--- src/rtl/psram_define.sv ---
// rtl/psram_define.sv - shared PSRAM definitions: rx capture FSM encodings and FIFO entry layout
package psram_define;

    localparam logic [1:0] PSRAM_RX_FSM_IDLE  = 2'd0;
    localparam logic [1:0] PSRAM_RX_FSM_WAIT  = 2'd1;
    localparam logic [1:0] PSRAM_RX_FSM_CAPT  = 2'd2;
    localparam logic [1:0] PSRAM_RX_FSM_FLUSH = 2'd3;

    localparam int PSRAM_RX_WORD_WIDTH = 32;

    typedef enum logic [1:0] {
        RX_IDLE  = PSRAM_RX_FSM_IDLE,
        RX_WAIT  = PSRAM_RX_FSM_WAIT,
        RX_CAPT  = PSRAM_RX_FSM_CAPT,
        RX_FLUSH = PSRAM_RX_FSM_FLUSH
    } psram_rx_state_e;

    typedef struct packed {
        logic                                last;
        logic [PSRAM_RX_WORD_WIDTH/8-1:0]    strb;
        logic [PSRAM_RX_WORD_WIDTH-1:0]      data;
    } psram_rx_entry_t;

endpackage

--- src/rtl/psram_rx_fifo.sv ---
// rtl/psram_rx_fifo.sv - synchronous word FIFO; a pop frees the slot for a same-cycle push
module psram_rx_fifo
    import psram_define::*;
#(
    parameter int WIDTH = PSRAM_RX_WORD_WIDTH + PSRAM_RX_WORD_WIDTH/8 + 1,
    parameter int DEPTH = 4
) (
    input  logic             clk_i,
    input  logic             rst_i,
    input  logic             push_i,
    input  logic [WIDTH-1:0] wdata_i,
    input  logic             pop_i,
    output logic [WIDTH-1:0] rdata_o,
    output logic             full_o,
    output logic             empty_o
);

    localparam int AW = $clog2(DEPTH);

    logic [WIDTH-1:0] mem_q [DEPTH];
    logic [AW:0]      wr_q;
    logic [AW:0]      rd_q;
    logic             pop_ok;
    logic             push_ok;

    assign empty_o = (wr_q == rd_q);
    assign full_o  = (wr_q[AW] != rd_q[AW]) && (wr_q[AW-1:0] == rd_q[AW-1:0]);
    assign pop_ok  = pop_i && !empty_o;
    assign push_ok = push_i && (!full_o || pop_ok);
    assign rdata_o = empty_o ? '0 : mem_q[rd_q[AW-1:0]];

    always_ff @(posedge clk_i) begin
        if (rst_i) begin
            wr_q <= '0;
            rd_q <= '0;
        end else begin
            if (push_ok) wr_q <= wr_q + (AW+1)'(1);
            if (pop_ok)  rd_q <= rd_q + (AW+1)'(1);
        end
    end

    always_ff @(posedge clk_i) begin
        if (push_ok) mem_q[wr_q[AW-1:0]] <= wdata_i;
    end

endmodule

--- src/rtl/psram_rx_capture.sv ---
// rtl/psram_rx_capture.sv - OPI read-data capture: latency skip, little-endian word packing, FIFO output
module psram_rx_capture
    import psram_define::*;
#(
    parameter int FIFO_DEPTH = 4,
    parameter int LEN_WIDTH  = 8
) (
    input  logic                 clk_i,
    input  logic                 rst_i,
    input  logic                 start_i,
    input  logic [LEN_WIDTH-1:0] len_i,
    input  logic [7:0]           lat_i,
    input  logic                 abort_i,
    input  logic                 sck_edge_i,
    input  logic [7:0]           psram_io_in_i,
    output logic                 busy_o,
    output logic                 done_o,
    output logic                 ovf_o,
    output logic [31:0]          data_o,
    output logic [3:0]           strb_o,
    output logic                 last_o,
    output logic                 valid_o,
    input  logic                 ready_i
);

    psram_rx_state_e      state_q, state_d;
    logic [LEN_WIDTH-1:0] rem_q, rem_d;
    logic [7:0]           lat_q, lat_d;
    logic [1:0]           idx_q, idx_d;
    logic [31:0]          asm_q, asm_d;
    logic [3:0]           lanes_q, lanes_d;
    logic                 done_q, done_d;
    logic                 ovf_q, ovf_d;

    logic                 push;
    psram_rx_entry_t      push_entry;
    psram_rx_entry_t      head;
    logic                 fifo_full;
    logic                 fifo_empty;
    logic                 pop;
    logic [31:0]          word_v;
    logic [3:0]           lanes_v;

    assign pop = !fifo_empty && ready_i;

    always_comb begin
        state_d    = state_q;
        rem_d      = rem_q;
        lat_d      = lat_q;
        idx_d      = idx_q;
        asm_d      = asm_q;
        lanes_d    = lanes_q;
        done_d     = 1'b0;
        ovf_d      = ovf_q;
        push       = 1'b0;
        push_entry = '0;
        word_v     = asm_q;
        lanes_v    = lanes_q;

        case (state_q)
            RX_IDLE: begin
                if (start_i) begin
                    ovf_d = 1'b0;
                    if (len_i == '0) begin
                        done_d = 1'b1;
                    end else begin
                        rem_d   = len_i;
                        lat_d   = lat_i;
                        idx_d   = 2'd0;
                        asm_d   = '0;
                        lanes_d = '0;
                        state_d = (lat_i != 8'd0) ? RX_WAIT : RX_CAPT;
                    end
                end
            end
            RX_WAIT: begin
                if (abort_i) begin
                    state_d = RX_FLUSH;
                end else if (sck_edge_i && lat_q != 8'd0) begin
                    lat_d = lat_q - 8'd1;
                    if (lat_q == 8'd1) state_d = RX_CAPT;
                end
            end
            RX_CAPT: begin
                // Abort beats a coincident strobe, so that byte never reaches the word
                if (abort_i) begin
                    state_d = RX_FLUSH;
                end else if (sck_edge_i && rem_q != '0) begin
                    word_v[{idx_q, 3'b000} +: 8] = psram_io_in_i;
                    lanes_v = lanes_q | (4'b0001 << idx_q);
                    rem_d   = rem_q - LEN_WIDTH'(1);
                    idx_d   = idx_q + 2'd1;
                    if (idx_q == 2'd3 || rem_d == '0) begin
                        push       = 1'b1;
                        push_entry = '{last: (rem_d == '0), strb: lanes_v, data: word_v};
                        asm_d      = '0;
                        lanes_d    = '0;
                    end else begin
                        asm_d   = word_v;
                        lanes_d = lanes_v;
                    end
                    if (rem_d == '0) begin
                        state_d = RX_IDLE;
                        done_d  = 1'b1;
                    end
                end
            end
            RX_FLUSH: begin
                if (lanes_q != 4'd0) begin
                    push       = 1'b1;
                    push_entry = '{last: 1'b1, strb: lanes_q, data: asm_q};
                end
                asm_d   = '0;
                lanes_d = '0;
                state_d = RX_IDLE;
                done_d  = 1'b1;
            end
            default: state_d = RX_IDLE;
        endcase

        if (push && fifo_full && !pop) ovf_d = 1'b1;
    end

    always_ff @(posedge clk_i) begin
        if (rst_i) begin
            state_q <= RX_IDLE;
            rem_q   <= '0;
            lat_q   <= '0;
            idx_q   <= '0;
            asm_q   <= '0;
            lanes_q <= '0;
            done_q  <= 1'b0;
            ovf_q   <= 1'b0;
        end else begin
            state_q <= state_d;
            rem_q   <= rem_d;
            lat_q   <= lat_d;
            idx_q   <= idx_d;
            asm_q   <= asm_d;
            lanes_q <= lanes_d;
            done_q  <= done_d;
            ovf_q   <= ovf_d;
        end
    end

    psram_rx_fifo #(
        .WIDTH ($bits(psram_rx_entry_t)),
        .DEPTH (FIFO_DEPTH)
    ) u_fifo (
        .clk_i   (clk_i),
        .rst_i   (rst_i),
        .push_i  (push),
        .wdata_i (push_entry),
        .pop_i   (pop),
        .rdata_o (head),
        .full_o  (fifo_full),
        .empty_o (fifo_empty)
    );

    assign busy_o  = (state_q != RX_IDLE);
    assign done_o  = done_q;
    assign ovf_o   = ovf_q;
    assign valid_o = !fifo_empty;
    assign data_o  = head.data;
    assign strb_o  = head.strb;
    assign last_o  = head.last;

endmodule

--- config.mk ---
export PLATFORM = sky130hd
export DESIGN_NAME = psram_rx_capture
export DESIGN_NICKNAME = d
export VERILOG_FILES = /design/src/rtl/psram_define.sv /design/src/rtl/psram_rx_fifo.sv /design/src/rtl/psram_rx_capture.sv
export SDC_FILE = /design/constraint.sdc
export NUM_CORES = 1
export LEC_CHECK = 0
export BUFFER_PORTS_ARGS = -buffer_cell sky130_fd_sc_hd__buf_2
export CAP_MARGIN = 20
export CORE_MARGIN = 2
export CORE_UTILIZATION = 55
export DETAILED_ROUTE_END_ITERATION = 12
export GPL_TIMING_DRIVEN = 0
export PLACE_DENSITY = 0.84
export SYNTH_ARGS = -nofsm -noshare
export SYNTH_HDL_FRONTEND = slang
export SYNTH_SLANG_ARGS = --single-unit
export TNS_END_PERCENT = 100
--- constraint.sdc ---
create_clock -name clk_i -period 6.5 [get_ports clk_i]
set_input_delay 1.3 -clock clk_i [delete_from_list [all_inputs] [get_ports clk_i]]
set_output_delay 1.3 -clock clk_i [all_outputs]
set_load 0.005 [all_outputs]
==> flow_summary.ini <==
[global_routing]
grt_pass1_wl_um = 33400
antenna_found_initial = 0
grt_max_degree = 22
grt-ovfl-total = 0
first_global_vias = 6370
grtUsageTotal_pct = 23.5

[worst_setup_path]
reg2reg_depth = 8
r2r_slack_ps = 3000
required_ps = 5200
cp_data_arrival_time_ps = 3110
cp_slowest_cell = buf_1
endpoint_kind = output port
worstSetupPathType = reg2out
worstReg2RegStart = rem_q[0]$_SDFFE_PP0P_
cpPeakStageDelay_ps = 750
worstPathCellList = clkbuf_1 > buf_1 > mux4_2 > and2_1 > buf_2
r2r-end = u_fifo.mem_q[3][6]$_DFFE_PP_
crit_fanout = 10
start_kind = flop

[power_and_ir_drop]
p_leak_nw = 3.83
pwr_density_cell_nw_per_um2 = 272
power_mw = 2.98
ir_drop_uv = 167
p_sw_uw = 680
p_comb_share_pct = 9.3
p_clk_share_pct = 41.2
switching_share_pct = 22.8
intPower_mw = 2.30
seq_power_share_pct = 49.5

[clocking]
clkTransAtPathRegs_ps = 60
tritoncts = built
cts_hold_buf = 0
root_buffer = clkbuf_16
post_cts_buffers = 0
clockBufferDepth = 3
numClockSinks = 214
ctsResizeCount = 0
numCtsBuffers = 22
clkLatencyLatePin_ps = 490
htreeDepth = 1

[logic_synthesis]
ys_seq_area_share_pct = 60.7
syn_avg_cell_area_sq_um = 13.3
ys_ff_latch = 214
async_flop_share_pct = 0
syn_area_sq_um = 9490
ys_types = 59
synth_ff_type = edfxtp_1
synth_cells = 714
yosys_warnings = 0
syn-num-nets = 762
synth-edff-count = 148

[flow_run]
cap_violations = 0

[timing]
relSlewSlack_pct = 40.0
setup_viol = 0
min_period_over_period_pct = 67.9
finClkSkew_ps = 10.3
fmax_mhz = 227
tns_ps = 0
hold_violations = 0
setup_ws_ps = 2090
worst_pin_slew_ps = 900
rsz0062_at_grt = false
fin_crit_ps = 4410
finalMaxSlewViolations = 0
hold_ws_ps = 478

[routing]
drtAntennaViolNets = 0
wl_met3_um = 1530
route.met2.wl_um = 10000
dr_total_vias = 6393
via_per_inst = 6.07
postRouteWirelength_um = 20700
drc = 0
wirelength_met1_um = 8310
top_layer_used = met4
firstDrtPassIters = 5
wl_per_cell_um = 19.7
first_iter_violations = 583

[min_path]
min_to = asm_q[25]$_SDFFE_PP0P_
min_from = asm_q[25]$_SDFFE_PP0P_
hold_path_class = reg2reg
hold_depth = 2

[layout]
area_growth_pct = 15.4
layout_common_cells = edfxtp_1 (148), buf_2 (73), dfxtp_1 (66)
finalNetCount = 860
n_antenna_cell = 0
layout_commonest_cell = edfxtp_1
drive_gt1_share_pct = 19.8
layout.cells.non_filler = 1053

[placed_design]
place_ws_ps = 2340
gp_congestion = 0.901
dpl.hpwl_um = 13700
placedCellCount = 1013
numPortBuffers = 70

[floorplanning]
rows = 48
dieHeight_um = 135
start_util_pct = 55.7
ios = 71
core_area_sq_um = 17100
die_area_sq_um = 18300
die_x_um = 135

[outcome]
outcome = completed
[cells in the mapped netlist, drive strengths merged (3+ instances only)]
cell type    n  area share [%]
buf          6            0.28
o21a         6            0.47
and2        43             2.8
nand4b       3            0.28
o32ai       33             3.0
a22oi        9            0.71
nor3         6            0.37
ha          18             2.4
mux4        37             8.8
nand2       45             1.8
a22o        32             3.0
inv         48             1.9
nand3       13            0.69
nand2b       5            0.33
nor2        42             1.7
edfxtp     148              47
a21o         3            0.24
o21ai       31             1.8
a211oi       4            0.32
a21oi       17            0.90
a32o        10             1.1
a221oi       3            0.28
clkbuf      32             1.3
nor2b        5            0.33
nor4        10             1.0
mux2i        3            0.32
xnor2        4            0.37
dfxtp       66              14
[critical path: cells and delay by family (launching register included)]
kind	cells	cell delay, ps
buffers and inverters	3	1530
AND/OR/NAND/NOR	1	170
multiplexers	1	620
flip-flops	1	310
[per-layer routing]
metal | up-vias | global-route usage (%)
li1 | 2947 | -
met1 | 3075 | 31.0
met2 | 309 | 39.7
met3 | 62 | 3.18
met4 | 0 | 9.49
met5 | - | 0
[how the worst max path moves through the flow]
stage / cells past startpoint / end / slack [ps]
final: 5 / data_o[7] / 2090
after global routing: 5 / data_o[13] / 1830
after CTS: 5 / data_o[7] / 1980
after detailed placement: 7 / u_fifo.mem_q[3][11]$_DFFE_PP_ / 2340
after global placement: 6 / u_fifo.mem_q[3][17]$_DFFE_PP_ / 1570
after floorplan: 5 / u_fifo.mem_q[3][0]$_DFFE_PP_ / 2660
[through the flow]
step,util (%),cell area [sq um]
final,64.2,11000
after CTS,64.2,11000
after global routing,64.2,11000
after floorplan,-,9490
after global placement,59.4,10100
after detailed placement,60.0,10200
[sequential cells by signal, indices dropped and copies added (netlist names), named ones only]
register	flops
u_fifo.mem_q	148
lat_q	8
rem_q	8
u_fifo.wr_q	3
idx_q	2
lanes_q	4
state_q	2
asm_q	32
u_fifo.rd_q	3
ovf_o	1
done_o	1
[power groups by stage]
stage / clock network (mW) / logic (mW) / registers (mW)
global placement: 0 / 0.266 / 1.50
CTS: 1.25 / 0.273 / 1.48
detailed placement: 0 / 0.270 / 1.50
finish: 1.23 / 0.278 / 1.48
floorplan: 0 / 0.199 / 1.50
global route: 1.31 / 0.308 / 1.48
[final cells by class]
type	count	area (sq um)
fill	1223	6100
sequential	214	5770
multi-input combinational	414	3410
clock buffer	34	637
timing repair buffer	74	453
tap	225	282
inverter	48	180
buffer	38	146
clock inverter	6	83.8
[kinds of logic after synthesis]
| kind of cell | count (synthesis) | share of synthesized area [%] |
|---|---|---|
| XOR/XNOR | 6 | 0.554 |
| buffers and inverters | 86 | 3.44 |
| AND/OR/NAND/NOR | 187 | 10.5 |
| flip-flops | 214 | 60.7 |
| multiplexers | 41 | 9.21 |
| adder cells (fa/ha/maj) | 18 | 2.37 |
| AO/OA/AOI/OAI | 162 | 13.2 |
Note: power is estimated with default switching activity, not from simulation.
